--- src/rtl/cdb_pkg.sv ---
// Shared common-data-bus definitions: default widths, the "no destination" index and the
// broadcast record that reservation stations snoop.
package cdb_pkg;

  localparam int unsigned DEF_DATA_W = 16;
  localparam int unsigned DEF_TAG_W  = 3;
  localparam int unsigned DEF_REG_W  = 3;

  // Register index 0 marks a result with no register-file writeback (e.g. stores).
  localparam int unsigned NO_DEST = 0;

  typedef struct packed {
    logic                  valid;
    logic [DEF_TAG_W-1:0]  tag;
    logic [DEF_REG_W-1:0]  dest;
    logic [DEF_DATA_W-1:0] data;
  } cdb_bcast_t;

  function automatic logic is_writeback(input logic [DEF_REG_W-1:0] dest);
    return dest != DEF_REG_W'(NO_DEST);
  endfunction

endpackage

--- src/rtl/rr_arbiter.sv ---
// Combinational round-robin pick: first set request at or after i_ptr, wrapping around.
// The pointer register is owned by the instantiating module.
module rr_arbiter #(
  parameter int unsigned NREQ = 4
) (
  input  logic [NREQ-1:0]         i_req,
  input  logic [$clog2(NREQ)-1:0] i_ptr,
  output logic [NREQ-1:0]         o_grant,
  output logic [$clog2(NREQ)-1:0] o_idx,
  output logic                    o_any
);

  localparam int unsigned PTR_W = $clog2(NREQ);

  logic [PTR_W-1:0] w_scan;

  // NREQ is a power of two, so the PTR_W-bit sum wraps naturally.
  always_comb begin
    o_grant = '0;
    o_idx   = '0;
    o_any   = 1'b0;
    w_scan  = '0;
    for (int k = 0; k < int'(NREQ); k++) begin
      w_scan = i_ptr + PTR_W'(k);
      if (!o_any && i_req[w_scan]) begin
        o_any           = 1'b1;
        o_grant[w_scan] = 1'b1;
        o_idx           = w_scan;
      end
    end
  end

endmodule

--- src/rtl/cdb_arbiter.sv ---
// Common-data-bus arbiter: round-robin grant among result producers, one registered
// broadcast per cycle that doubles as the register-file write port.
module cdb_arbiter
  import cdb_pkg::*;
#(
  parameter int unsigned NREQ   = 4,
  parameter int unsigned DATA_W = DEF_DATA_W,
  parameter int unsigned TAG_W  = DEF_TAG_W,
  parameter int unsigned REG_W  = DEF_REG_W
) (
  input  logic                      clock,
  input  logic                      reset,
  input  logic                      flush,
  input  logic [NREQ-1:0]           req_valid,
  output logic [NREQ-1:0]           req_ready,
  input  logic [NREQ*TAG_W-1:0]     req_tag,
  input  logic [NREQ*REG_W-1:0]     req_dest,
  input  logic [NREQ*DATA_W-1:0]    req_data,
  output logic                      cdb_valid,
  output logic [TAG_W-1:0]          cdb_tag,
  output logic [DATA_W-1:0]         cdb_data,
  output logic [$clog2(NREQ)-1:0]   cdb_src,
  output logic                      rf_we,
  output logic [REG_W-1:0]          rf_addr,
  output logic [DATA_W-1:0]         rf_data
);

  localparam int unsigned PTR_W = $clog2(NREQ);

  logic [PTR_W-1:0]  r_ptr;
  logic              r_valid;
  logic [TAG_W-1:0]  r_tag;
  logic [REG_W-1:0]  r_dest;
  logic [DATA_W-1:0] r_data;
  logic [PTR_W-1:0]  r_src;

  logic [NREQ-1:0]   w_grant;
  logic [PTR_W-1:0]  w_idx;
  logic              w_any;
  logic              w_open;
  logic              w_hs;

  logic [TAG_W-1:0]  w_tag_arr  [NREQ];
  logic [REG_W-1:0]  w_dest_arr [NREQ];
  logic [DATA_W-1:0] w_data_arr [NREQ];

  for (genvar gi = 0; gi < int'(NREQ); gi++) begin : g_unpack
    assign w_tag_arr[gi]  = req_tag[gi*TAG_W +: TAG_W];
    assign w_dest_arr[gi] = req_dest[gi*REG_W +: REG_W];
    assign w_data_arr[gi] = req_data[gi*DATA_W +: DATA_W];
  end

  rr_arbiter #(
    .NREQ(NREQ)
  ) u_rr (
    .i_req  (req_valid),
    .i_ptr  (r_ptr),
    .o_grant(w_grant),
    .o_idx  (w_idx),
    .o_any  (w_any)
  );

  // Reset and flush both suppress the grant itself, so requesters keep their payload.
  assign w_open    = !reset && !flush;
  assign w_hs      = w_open && w_any;
  assign req_ready = w_open ? w_grant : '0;

  always_ff @(posedge clock) begin
    if (reset) begin
      r_ptr   <= '0;
      r_valid <= 1'b0;
      r_tag   <= '0;
      r_dest  <= '0;
      r_data  <= '0;
      r_src   <= '0;
    end else begin
      r_valid <= w_hs;
      if (w_hs) begin
        r_ptr  <= w_idx + PTR_W'(1);
        r_tag  <= w_tag_arr[w_idx];
        r_dest <= w_dest_arr[w_idx];
        r_data <= w_data_arr[w_idx];
        r_src  <= w_idx;
      end
    end
  end

  assign cdb_valid = r_valid;
  assign cdb_tag   = r_tag;
  assign cdb_data  = r_data;
  assign cdb_src   = r_src;
  assign rf_we     = r_valid && (r_dest != REG_W'(NO_DEST));
  assign rf_addr   = r_dest;
  assign rf_data   = r_data;

  a_grant_onehot: assert property (@(posedge clock) $onehot0(req_ready));
  a_grant_subset: assert property (@(posedge clock) (req_ready & ~req_valid) == '0);

endmodule

--- config.mk ---
export PLATFORM = sky130hd
export DESIGN_NAME = cdb_arbiter
export DESIGN_NICKNAME = d
export VERILOG_FILES = /design/src/rtl/cdb_pkg.sv /design/src/rtl/rr_arbiter.sv /design/src/rtl/cdb_arbiter.sv
export SDC_FILE = /design/constraint.sdc
export NUM_CORES = 1
export LEC_CHECK = 0
export BUFFER_PORTS_ARGS = -buffer_cell sky130_fd_sc_hd__buf_4
export CELL_PAD_IN_SITES_DETAIL_PLACEMENT = 0
export CELL_PAD_IN_SITES_GLOBAL_PLACEMENT = 2
export CORE_ASPECT_RATIO = 0.6
export CORE_MARGIN = 2
export CORE_UTILIZATION = 21
export DETAILED_ROUTE_END_ITERATION = 8
export PLACE_DENSITY = 0.75
export SYNTH_ARGS = -nofsm -noshare
export SYNTH_HDL_FRONTEND = slang
export SYNTH_SLANG_ARGS = --single-unit
--- constraint.sdc ---
create_clock -name clock -period 3.29 [get_ports clock]
set_input_delay 0.658 -clock clock [delete_from_list [all_inputs] [get_ports clock]]
set_output_delay 0.658 -clock clock [all_outputs]
set_load 0.05 [all_outputs]
### After elaboration in Yosys (flattened, before gate mapping)

Cells that the tools add are included.
Widths: inputs -> output; s select.

| operators by class | value |
|---|---|
| bitwise gates (word level) | 4 |
| multiplexer cells | 38 |
| add/sub/neg operators | 4 |
| reduce and logical (&&, ||, !) cells | 16 |
| order comparisons | 9 |

Operators by type and width:

| operator | count |
|---|---|
| $bmux 16 s2 | 1 |
| $mux 16 | 2 |
| $mux 4 | 5 |
| $bmux 3 s2 | 2 |
| $lt 2x3->1 const B | 4 |
| $mux 1 | 12 |
| $mux 3 | 4 |
| $or 4x4->4 | 3 |
| $logic_and 1x1->1 | 10 |
| $bmux 1 s2 | 4 |
| $demux 1 s2 | 4 |
| $ge 2x1->1 const B | 4 |
| $mux 2 | 4 |
| $logic_not 1->1 | 5 |
| $add 2x1->2 const B | 2 |
| $add 2x2->2 const B | 2 |
| $ge 3x3->1 const B | 1 |
| $not 2->3 | 1 |
| $reduce_bool 3->1 | 1 |

| word-level totals | value |
|---|---|
| register bits | 27 |
| input bits | 95 |
| word-level logic and storage cells | 77 |
| output and inout port bits | 46 |

### Logic depth before layout (Yosys ltp)

Gate-level depths: netlist (run 1).

| logic depth | value |
|---|---|
| word-level depth | 16 |
| gate-level depth with buffers | 13 |
| mapped depth without buffers | 8 |

### Hierarchy

A second synthesis (run 1) with hierarchy kept.

| unflattened totals | value |
|---|---|
| cells, all modules | 210 |
| area total of the unflattened synthesis | 2208.4 um^2 |

Modules (own cells, without submodules):

| module | sequential area each (um^2) | instances | cells each | area each (um^2) |
|---|---|---|---|---|
| cdb_arbiter | 540.5 | 1 | 165 | 1789.2 |
| rr_arbiter | 0.0 | 1 | 45 | 419.2 |

### Worst setup path after synthesis (run 1)

OpenSTA, ideal clock, no wires.

| path | value |
|---|---|
| path kind | flip-flop to output port |
| start | register r_ptr[0] |
| end | output port req_ready[0] |
| cell stages (with the launch flop) | 9 |
| required time | 2.632 ns |
| arrival | 3.097 ns |
| path slack | -0.465 ns |
| buffers on the path | 2 |
| cell sequence | dfxtp_1 -> buf_6 -> clkbuf_1 -> inv_1 -> ha_1 -> mux4_2 -> nor4b_1 -> a221oi_1 -> nor2_1 |

| between the ends | value |
|---|---|
| cells in the longest elaborated chain, start to end | 13 |
| elaborated cells between the ends (all ways) | 48 |
| those cells by class | add/sub (3); order compare (8); mux (24); bitwise (3); reduce/logical (10) |

Ends and longest elaborated chain:

| element | line | text |
|---|---|---|
| from (decl) | cdb_arbiter.sv:30 | `logic [PTR_W-1:0] r_ptr;` |
| from (signal assigned) | cdb_arbiter.sv:79 | `r_ptr <= w_idx + PTR_W'(1);` |
| branches (longest 11 deep; another with $lt 2x3->1) | - |  |
| $mux 4 * | rr_arbiter.sv:25 | `if (!o_any && i_req[w_scan]) begin` |
| $mux 4 * | cdb_arbiter.sv:66 | `assign req_ready = w_open ? w_grant : '0;` |
| to (decl) | cdb_arbiter.sv:15 | `output logic [NREQ-1:0] req_ready,` |

Every way passes the cells marked *. The select of a mux whose other input is x is not followed.

### Final worst setup path (run 1)

| path | value |
|---|---|
| start | register r_ptr[0] |
| end | output port req_ready[1] |

Same word-level chain as after synthesis.

==> metrics.md, run 1 <==
| Metric | Value |
|---|---|
| Critical path class | `register to primary output` |
| Clock latency on the worst-skew pair | `roughly 0.27 ns` |
| Syn Area/Cell | `a little over 8 sq um` |
| Sink Count | `27` |
| I/O pin cnt | `~140` |
| PwrDens | `between 1000 and 1500 nW/um^2` |
| Post-synth EDFFs | `0` |
| Slew headroom | `57.9%` |
| Drt wl/cell | `18.1 um` |
| GPL Wtd Cong | `slightly below 0.8` |
| DP HPWL | `7590 um` |
| Commonest non-fill, non-tap cell in the layout | `buf_4` |
| Area grow syn2layout | `53.4%` |
| HP Class | `register to register` |
| M1 WL | `~5000 um` |
| Distinct cells, synth | `44` |
| Fillers | `between 1000 and 1500` |
| Nets | `around 500` |
| Sw Ratio | `between 50% and 60%` |
| Setup violations, final | `0` |
| Top Layer Used | `met4` |
| Starting DRC count in detailed routing | `roughly 130` |
| # diodes | `0` |
| Critical Path End Type | `primary output` |
| IR drop worst, VDD | `~0.00035 V` |
| Pint | `1.66 mW` |
| Post-synthesis register bit count | `27` |
| Clock Power Share | `under 10%` |
| Reg2Reg Depth | `9` |
| Max stage delay on crit path | `0.42 ns` |
| Slowest-stage cell, CP | `ha_1` |
| Finished layout cell area | `3610 sq um` |
| CP max FO | `6` |
| Global-route usage over all layers | `around 16%` |
| Critical-path cell list | `inv_1, ha_1, mux4_2, buf_4, a22oi_1, nor2_1, a221oi_1, nor2_4, buf_4` |
| Post-Synthesis Cells | `about 290` |
| Post-synthesis sequential area ratio | `between 20% and 30%` |
| Crit path top cell by count | `buf_4` |
| Status | `finished, final reports clean` |
| Post-Layout Cell Count | `544` |
| Hold Path Stages | `1` |
| Worst Path Required | `between 2 and 3 ns` |
| Clock input transition at the sequential cells of the worst setup and hold paths | `around 0.080 ns` |
| Fin crit period | `3.18 ns` |
| YS warnings | `0` |
| Layout cells sized above 1 | `approximately 45%` |
| H-tree levels | `1` |
| Fin. Hold Viols | `0` |
| Number of max-cap violations | `0` |
| Final Core Density | `approximately a third` |
| Remaining Overflow, GRT | `0` |
| Routed vias | `2808` |
| Peak Freq | `314 MHz` |
| Setup_tns | `0 ns` |
| Cell Count Post-Placement | `about 540` |
| CTS Hold Bufs | `0` |
| CTS Buffer Depth | `2` |
| Post-DP Area | `roughly 3500 sq um` |
| Seq pwr share | `roughly 16%` |
| Drt pass-1 iters | `5` |
| Initial antenna violation count | `0` |
| Die area | `approximately 12000 sq um` |
| Rows | `29` |
| Critical path arrival | `around 2.5 ns` |
| Leak | `approximately 1.6 nW` |
| Cell Area, Synth | `2350 sq um` |
| First-pass GRT wire length | `14800 um` |
| Die Wd | `~140 um` |
| Clock skew | `about 0.0055 ns` |
| Detail Route Antenna Nets | `0` |
| Comb pwr share | `between 70% and 80%` |
| Total Wirelength | `about 10000 um` |
| Startpoint Class | `register` |
| Number of port buffers | `140` |
| Root buf cell | `clkbuf_16` |
| WL met2 | `3920 um` |
| Initial Utilization | `about 22%` |
| Synth Flop Type | `dfxtp_1` |
| Vias in the first global route | `about 2600` |
| Post-Syn Nets | `about 390` |
| Via density | `just over 5` |
| Worst Setup Slack, final | `0.108 ns` |
| CP Buf/Inv Count | `3` |
| DRC errors left | `0` |
| Most frequent cells in the layout | `buf_4 (159), nand3_1 (36), dfxtp_1 (27)` |
| Met3 Routed Length | `812 um` |
| CTS tree | `built` |
| Worst slew pin tran | `roughly 0.63 ns` |
| Dpl ws | `0.0729 ns` |
| P_sw | `about 2.1 mW` |
| Critical path depth in cells | `9` |
| Slew Viols, Final | `0` |
| Crit share post-route | `slightly below 100%` |
| CTS buffer count | `3` |
| Synth async-reset ratio | `0%` |
| Total power | `3.79 mW` |
| Largest net degree at the start of global routing | `26` |
| Min Hold Slack | `approximately 0.5 ns` |
| Worst path top cell family by delay | `compound AO/OA/AOI/OAI gates` |
| Die Ht | `between 80 and 90 um` |
| Core Area | `10700 sq um` |
==> final cells by class <==
type | count | area [sq um] | share of cell area [%]
clock buffers | 3 | 75.1 | 2.08
clock inverters | 1 | 7.51 | 0.208
inverters | 4 | 15.0 | 0.416
multi-input cells | 211 | 1610 | 44.5
flip-flops and latches | 27 | 541 | 15.0
well taps | 139 | 174 | 4.82
repair buffers | 159 | 1190 | 33.1
==> routing by layer <==
layer	vias to the layer above	GRT usage, %
li1	1321	-
met1	1328	23.4
met3	14	5.08
met4	0	1.91
met2	145	22.4
met5	-	0
==> power by group through the flow <==
stage	Combinational (mW)	Clock [mW]	Sequential, mW
2_1_floorplan	1.64	0	1.05
3_3_place_gp	2.83	0	0.613
3_5_place_dp	2.83	0	0.614
4_1_cts	2.83	0.311	0.611
5_1_grt	3.07	0.320	0.630
6_report	2.88	0.298	0.609
==> kinds of logic after synthesis <==
family	Yosys count	share of synthesized area (%)
xor gates and xnor gates	2	0.744
AOI/OAI and AO/OA	106	35.0
and+or+nand+nor	81	17.5
adders and majority gates	7	3.72
DFF	27	23.0
buffers and inverters	47	11.5
muxes	15	8.51
==> synth_stat cells (4+ instances only) <==
library cell,number,area [sq um]
nand3_1,36,180
dfxtp_1,27,541
nor2_1,22,82.6
o21ai_0,22,110
a21boi_0,18,135
a221o_1,18,180
a22o_1,18,158
buf_4,16,120
clkbuf_1,16,60.1
mux2i_1,11,110
buf_2,7,35.0
ha_1,7,87.6
a211o_1,6,52.6
a22oi_1,6,45.0
a221oi_1,4,35.0
inv_1,4,15.0
mux4_2,4,90.1
nand3b_1,4,30.0
nor3_1,4,20.0
o221ai_1,4,35.0
==> worst register-to-register path: cells and delay by family, from the launching register on <==
kind,cells,cell delay (ns)
multiplexers,1,0.41
AO/OA/AOI/OAI,2,0.50
flip-flops,1,0.34
adder cells (fa/ha/maj),1,0.42
buffers and inverters,2,0.27
AND/OR/NAND/NOR,3,1.04
==> flip-flops by register name, summed over array words and instances, names as in the netlist <==
signal and cells:
cdb_data 16, cdb_src 2, cdb_tag 3, cdb_valid 1
r_ptr 2, rf_addr 3
==> what timing repair did <==
action / CTS / global route
gates resized for setup: 0 / 4
setup endpoints to repair: 0 / 4
buffers inserted: 0 / 2
==> final timing paths <==
check / from / to / slack [ns]
min reg2reg: cdb_tag[0]$_SDFFE_PP0P_ / cdb_tag[0]$_SDFFE_PP0P_ / 0.51
min: cdb_tag[0]$_SDFFE_PP0P_ / cdb_tag[0]$_SDFFE_PP0P_ / 0.51
max reg2reg: r_ptr[0]$_SDFFE_PP0P_ / cdb_data[7]$_SDFFE_PP0P_ / 0.20
max: r_ptr[0]$_SDFFE_PP0P_ / req_ready[1] / 0.11
(Power assumes the default switching activity.)
==> run 2: changes to the inputs <==
- ABC_AREA: unset -> 1
- CORE_UTILIZATION: 21 -> 19
- CTS_CLUSTER_DIAMETER: unset -> 40
- PLACE_DENSITY: 0.75 -> 0.73
==> run 2 against run 1 <==
Effect of this change: clock skew down 0.0036 ns; utilization down 5.5 points; area after synthesis up 5.4%; design area down 0.38%; routed wire length up 16%; fmax up 6.4%; first-iteration DRC count up 130%; critical path type unchanged; largest cell class unchanged; largest power group unchanged.
==> metrics.md, run 2 <==
| Metric | Value |
|---|---|
| Die Ht | `92.5 um (+7.6%)` |
| CTS tree | `built` |
| Post-Synthesis Cells | `401 (+41%)` |
| Post-CTS Setup Bufs | `0 (unchanged)` |
| DRC errors left | `0 (unchanged)` |
| Critical path arrival | `2.33 ns (-0.19 ns)` |
| R2r setup slk | `0.49 ns (+0.29 ns)` |
| Cell Area, Synth | `2480 sq um (+5.4%)` |
| I/O pin cnt | `141 (unchanged)` |
| Clock input transition at the sequential cells of the worst setup and hold paths | `0.07 ns (about the same)` |
| Via density | `4.70 (-8.9%)` |
| Rows | `32 (+10%)` |
| Setup_tns | `0 ns (unchanged)` |
| Synth async-reset ratio | `0% (unchanged)` |
| Worst Path Required | `2.63 ns (about the same)` |
| Vias in the first global route | `2972 (+13%)` |
| Root buf cell | `clkbuf_16` |
| Total Wirelength | `11500 um (+16%)` |
| FF-to-FF End | `cdb_tag[1]$_SDFFE_PP0P_` |
| Layout cells sized above 1 | `32.9% (-12 points)` |
| Slew headroom | `47.3% (-11 points)` |
| Setup violations, final | `0 (unchanged)` |
| Most frequent cells in the layout | `buf_4 (148), nand2_1 (107), nand3_1 (98)` |
| Critical Path End Type | `primary output` |
| Critical path class | `register to primary output` |
| Post-synth EDFFs | `0 (unchanged)` |
| Routed vias | `3197 (+14%)` |
| Fin crit period | `2.99 ns (-0.191 ns)` |
| Critical path capture point | `req_ready[2]` |
| Die Wd | `152 um (+7.7%)` |
| Largest register FFs | `16 (unchanged)` |
| Leak | `1.91 nW (+17%)` |
| Status | `finished, final reports clean` |
| Slew Viols, Final | `0 (unchanged)` |
| First-pass GRT wire length | `17000 um (+15%)` |
| Worst slew pin tran | `0.790 ns (+0.158 ns)` |
| Sink Count | `27 (unchanged)` |
| Die area | `14000 sq um (+16%)` |
| Crit path from | `r_ptr[1]$_SDFFE_PP0P_` |
| Cell taking the most area after synthesis | `dfxtp_1` |
| Clock latency on the worst-skew pair | `0.27 ns (about the same)` |
| Hold Path Stages | `2 (+1)` |
| Area share of the largest cell type after synthesis | `21.8% (-1.2 points)` |
| Synth Flop Type | `dfxtp_1` |
| Hold path startpoint | `cdb_tag[2]$_SDFFE_PP0P_` |
| CTS buffer count | `3 (unchanged)` |
| Initial Utilization | `19.4% (-2.5 points)` |
| Reg2reg start | `r_ptr[1]$_SDFFE_PP0P_` |
| Distinct cells, synth | `25 (-43%)` |
| H-tree levels | `1 (unchanged)` |
| Drt pass-1 iters | `5 (unchanged)` |
| CTS Hold Bufs | `0 (unchanged)` |
| Largest net degree at the start of global routing | `45 (+73%)` |
| Unrepaired setup endpoints after global routing | `no` |
| Final Core Density | `28.1% (-5.5 points)` |
| Total power | `4.07 mW (+7.6%)` |
| Startpoint Class | `register` |
| Drt wl/cell | `16.8 um (-7.0%)` |
| Top cells by count, synth | `nand2_1 (107), nand3_1 (98), nand4_1 (47)` |
| Crit share post-route | `90.9% (-5.8 points)` |
| Reg2Reg Depth | `12 (+3)` |
| Detail Route Antenna Nets | `0 (unchanged)` |
| Post-CTS Resized | `0 (unchanged)` |
| DP HPWL | `9020 um (+19%)` |
| Remaining Overflow, GRT | `0 (unchanged)` |
| Post-Layout Cell Count | `680 (+25%)` |
| HP Class | `register to register` |
| Area grow syn2layout | `45.0%` |
| Commonest non-fill, non-tap cell in the layout | `buf_4` |
| CTS Buffer Depth | `2 (unchanged)` |
| Initial antenna violation count | `0 (unchanged)` |
| Starting DRC count in detailed routing | `298 (+130%)` |
| Fin. Hold Viols | `0 (unchanged)` |
| Post-synthesis sequential area ratio | `21.8% (-1.2 points)` |
| Most common cell in the netlist | `nand2_1` |
| Synth area leaders | `dfxtp_1 (22%), nand3_1 (20%), nand2_1 (16%)` |
| Number of max-cap violations | `0 (unchanged)` |
| # diodes | `0 (unchanged)` |
| Number of port buffers | `140 (unchanged)` |
| CP max FO | `8 (+2)` |
| Peak Freq | `334 MHz (+6.4%)` |
| Cell Count Post-Placement | `676 (+26%)` |
| Clock skew | `0.00190 ns (-0.00356 ns)` |
| Post-synthesis register bit count | `27 (unchanged)` |
| Nets | `613 (+21%)` |
| IR drop worst, VDD | `0.000360 V (+2.9%)` |
| GPL Wtd Cong | `0.854 (+9.9%)` |
| Post-Syn Nets | `503 (+30%)` |
| YS warnings | `0 (unchanged)` |
| Global-route usage over all layers | `15.9% (+0.19 points)` |
| PwrDens | `1130 nW/um^2 (+8.0%)` |
| Syn Area/Cell | `6.19 sq um (-25%)` |
| Min Hold Slack | `0.487 ns (-0.0195 ns)` |
| Core Area | `12800 sq um (+19%)` |
[run 2: cell count changes in the layout (fill, tap and decap cells not counted), moves of 6 or more]
cell and delta:
a21boi_0 -17, a211o_1 -6, nand2_1 +105, nand4_1 +47
buf_4 -11, o21ai_0 -18, mux2i_1 -11, a22o_1 -18
a221o_1 -18, nand3_1 +62, inv_1 +30, nor2_1 -9
[run 2: cell families (layout without fill, tap and decap cells)]
group / count (synthesis) / after routing / share of synthesized area, %
adder cells (fa/ha/maj): 7 / 7 / 3.53
buffers and inverters: 81 / 190 / 17.6
flip-flops: 27 / 27 / 21.8
AO/OA/AOI/OAI: 14 / 14 / 3.53
AND/OR/NAND/NOR: 272 / 272 / 53.6
[run 2: cell type report]
| cell class | count | area (sq um) |
|---|---|---|
| fillers | 1467 | 9220 |
| clock buffers | 3 | 75.1 |
| well taps | 170 | 213 |
| multi-input cells | 293 | 1500 |
| repair buffers | 148 | 1110 |
| flip-flops and latches | 27 | 542 |
| inverters | 38 | 148 |
| clock inverters | 1 | 5.00 |
[run 2: report_power, final]
group	total [mW]	leakage, nW	internal, mW	switching [mW]
Clock	0.289	0.0409	0.165	0.125
Combinational	3.13	1.65	0.896	2.23
Sequential	0.659	0.224	0.482	0.177
[run 2: worst max-delay path: stages, from the launching register on]
cell     delay [ns]
dfxtp_2        0.42
inv_1          0.17
ha_1           0.42
inv_1          0.10
nand3_1        0.09
nand2_1        0.09
nor2_1         0.25
a22oi_1        0.11
nand2_1        0.07
o21ai_0        0.07
inv_1          0.08
buf_4          0.19
[run 2: how the worst min path moves through the flow]
stage,slack [ns],to
6_report,0.49,cdb_tag[2]$_SDFFE_PP0P_
5_1_grt,0.51,cdb_src[1]$_SDFFE_PP0P_
4_1_cts,0.49,cdb_tag[2]$_SDFFE_PP0P_
3_5_place_dp,0.47,cdb_tag[2]$_SDFFE_PP0P_
3_3_place_gp,0.47,cdb_tag[2]$_SDFFE_PP0P_
2_1_floorplan,0.65,r_ptr[0]$_SDFFE_PP0P_
[run 2: metrics by stage]
step	setup slack (ns)	cell area (sq um)
finish	0.299	3600
detailed placement	0.463	3520
CTS	0.199	3600
floorplan	0.723	2480
global route	0.0756	3600
global placement	0.514	3520
[run 2: routing by layer]
layer	GRT usage (%)	up-vias	part of all wire, %
met2	21.8	113	41
met4	1.47	0	0.49
met1	26.2	1516	54
li1	-	1564	-
met3	2.17	4	5.0
met5	0	-	0
==> run 3: changes to the inputs <==
--- a/constraint.sdc
+++ b/constraint.sdc
@@ -3,2 +3,2 @@
 set_output_delay 0.658 -clock clock [all_outputs]
-set_load 0.05 [all_outputs]
+set_load 0.01 [all_outputs]
==> run 3 against run 2 <==
Effect of this change: via count shrank 0.69%; first-iteration DRC count shrank 16%; critical path depth is the same; sequential power shrank 2%; hold slack lost 0.0086 ns; sequential cell count is the same; combinational power shrank 27%; power shrank 20%; sequential share of layout area is essentially flat; design area shrank 0.35%; critical endpoint is now req_ready[0].
==> metrics.md, run 3 (synthesis results as in run 2) <==
| Metric | Value |
|---|---|
| Top Layer Used | `met4` |
| Worst slew pin tran | `0.750 ns (-0.0400 ns)` |
| Remaining Overflow, GRT | `0 (unchanged)` |
| CP max FO | `8 (unchanged)` |
| Fin. Hold Viols | `0 (unchanged)` |
| Slew Viols, Final | `0 (unchanged)` |
| Clock skew | `0.00888 ns (+0.00698 ns)` |
| CTS Hold Bufs | `0 (unchanged)` |
| Layout cells sized above 1 | `32.5% (-0.46 points)` |
| Clock latency on the worst-skew pair | `0.27 ns (about the same)` |
| Total Wirelength | `11200 um (-2.3%)` |
| Fillers | `1422 (-3.1%)` |
| Area grow syn2layout | `44.5%` |
| Initial antenna violation count | `0 (unchanged)` |
| Routed vias | `3175 (-0.69%)` |
| Detail Route Antenna Nets | `0 (unchanged)` |
| First-pass GRT wire length | `16400 um (-3.4%)` |
| Worst Setup Slack, final | `0.247 ns (-0.0524 ns)` |
| Peak Freq | `329 MHz (-1.7%)` |
| DP HPWL | `8830 um (-2.1%)` |
| Reg area | `541 sq um (-0.23%)` |
| Critical Path End Type | `primary output` |
| Hold path startpoint | `cdb_tag[1]$_SDFFE_PP0P_` |
| Vias in the first global route | `2861 (-3.7%)` |
| Unrepaired setup endpoints after global routing | `no` |
| Global-route usage over all layers | `15.3% (-0.58 points)` |
| Fin crit period | `3.04 ns (+0.0524 ns)` |
| Dpl ws | `0.416 ns (-0.0472 ns)` |
| Initial Utilization | `19.4% (unchanged)` |
| Leak | `1.91 nW (-0.46%)` |
| Sink Count | `27 (unchanged)` |
| Critical path arrival | `2.39 ns (+0.06 ns)` |
| DRC errors left | `0 (unchanged)` |
| Critical path class | `register to primary output` |
| FF-to-FF End | `cdb_data[0]$_SDFFE_PP0P_` |
| Met3 Routed Length | `737 um (+28%)` |
| Startpoint Class | `register` |
| Hold Path Stages | `2 (unchanged)` |
| Die Ht | `92.5 um (unchanged)` |
| IR drop worst, VDD | `0.000397 V (+11%)` |
| Post-CTS Resized | `0 (unchanged)` |
| M1 WL | `5820 um (-5.5%)` |
| Reg2reg start | `r_ptr[1]$_SDFFE_PP0P_` |
| Core Area | `12800 sq um (unchanged)` |
| Largest register FFs | `16 (unchanged)` |
| I/O pin cnt | `141 (unchanged)` |
| GPL Wtd Cong | `0.843 (-1.3%)` |
| Number of port buffers | `140 (unchanged)` |
| WL met2 | `4480 um (-3.8%)` |
| Largest net degree at the start of global routing | `46 (+2.2%)` |
| Clock input transition at the sequential cells of the worst setup and hold paths | `0.08 ns (about the same)` |
| Die Wd | `152 um (unchanged)` |
| CTS tree | `built` |
| Crit share post-route | `92.5% (+1.6 points)` |
| Hold Path End | `cdb_tag[1]$_SDFFE_PP0P_` |
| Drt pass-1 iters | `6 (+1)` |
| Post-CTS Setup Bufs | `0 (unchanged)` |
| Number of max-cap violations | `0 (unchanged)` |
| Worst Path Required | `2.63 ns (about the same)` |
| Setup_tns | `0 ns (unchanged)` |
| CTS buffer count | `3 (unchanged)` |
| HP Class | `register to register` |
| Finished layout cell area | `3580 sq um (-0.35%)` |
| Rows | `32 (unchanged)` |
| CTS Buffer Depth | `2 (unchanged)` |
| PwrDens | `906 nW/um^2 (-20%)` |
| Status | `finished, final reports clean` |
| Drt wl/cell | `16.5 um (-2.0%)` |
| Post-DP Area | `3500 sq um (-0.43%)` |
| Setup violations, final | `0 (unchanged)` |
| H-tree levels | `1 (unchanged)` |
| Root buf cell | `clkbuf_16` |
| Slew headroom | `49.9% (+2.7 points)` |
| Nets | `611 (-0.33%)` |
| R2r setup slk | `0.33 ns (-0.16 ns)` |
| Most frequent cells in the layout | `buf_4 (146), nand2_1 (107), nand3_1 (98)` |
| Starting DRC count in detailed routing | `251 (-16%)` |
| Via density | `4.68 (-0.40%)` |
| Die area | `14000 sq um (unchanged)` |
| Footprint of the multi-input gates | `1500 sq um (unchanged)` |
| Reg2Reg Depth | `12 (unchanged)` |
| # diodes | `0 (unchanged)` |
| Final Core Density | `28.0% (-0.098 points)` |
| Commonest non-fill, non-tap cell in the layout | `buf_4` |
==> run 3: changes by cell type in the layout (fill, tap and decap cells not counted), sizes merged <==
| cell | before | now |
|---|---|---|
| buf | 148 | 146 |
| clkinv | 1 | 0 |
| inv | 38 | 39 |
==> run 3: power breakdown <==
part | switching, mW | leakage (nW) | internal (mW)
sequential | 0.167 | 0.223 | 0.481
combinational | 1.44 | 1.64 | 0.864
clock | 0.130 | 0.0415 | 0.169
==> run 3: per-stage QoR <==
stage / power, mW / hold WS [ns] / instances
floorplan: 2.25 / 0.484 / 401
global placement: 2.97 / 0.470 / 674
detailed placement: 2.95 / 0.463 / 674
CTS: 3.25 / 0.475 / 678
global route: 3.52 / 0.495 / 678
finish: 3.25 / 0.478 / 678
==> run 3: layout make-up <==
class	count	share of cell area (%)
Tap cell	170	5.93
Sequential cell	27	15.1
Inverter	38	4.12
Multi-Input combinational cell	293	42.0
Clock buffer	3	2.09
Timing Repair Buffer	146	30.6
Clock inverter	1	0.244
==> run 3: critical path, cell delays in order (launching register included) <==
cell     delay [ns]
dfxtp_1        0.50
inv_1          0.23
ha_1           0.42
inv_1          0.09
nand3_1        0.08
nand2_1        0.09
nor2_1         0.25
a22oi_1        0.12
nand2_1        0.08
o21ai_0        0.07
inv_1          0.07
buf_4          0.11
==> run 3: how the worst max path moves through the flow <==
stage / start / end / slack (ns) / cells past startpoint
global placement: r_ptr[1]$_SDFFE_PP0P_ / cdb_data[0]$_SDFFE_PP0P_ / 0.52 / 12
floorplan: r_ptr[0]$_SDFFE_PP0P_ / req_ready[3] / 0.95 / 10
CTS: r_ptr[1]$_SDFFE_PP0P_ / req_ready[3] / 0.29 / 10
finish: r_ptr[1]$_SDFFE_PP0P_ / req_ready[0] / 0.25 / 11
global route: r_ptr[1]$_SDFFE_PP0P_ / req_ready[3] / 0.08 / 10
detailed placement: r_ptr[1]$_SDFFE_PP0P_ / cdb_data[0]$_SDFFE_PP0P_ / 0.42 / 12
==> run 3: routing by layer <==
| metal | GRT usage [%] | up-vias |
|---|---|---|
| met5 | 0 | - |
| met4 | 2.70 | 0 |
| met3 | 2.02 | 12 |
| met2 | 19.4 | 126 |
| met1 | 26.0 | 1476 |
| li1 | - | 1561 |
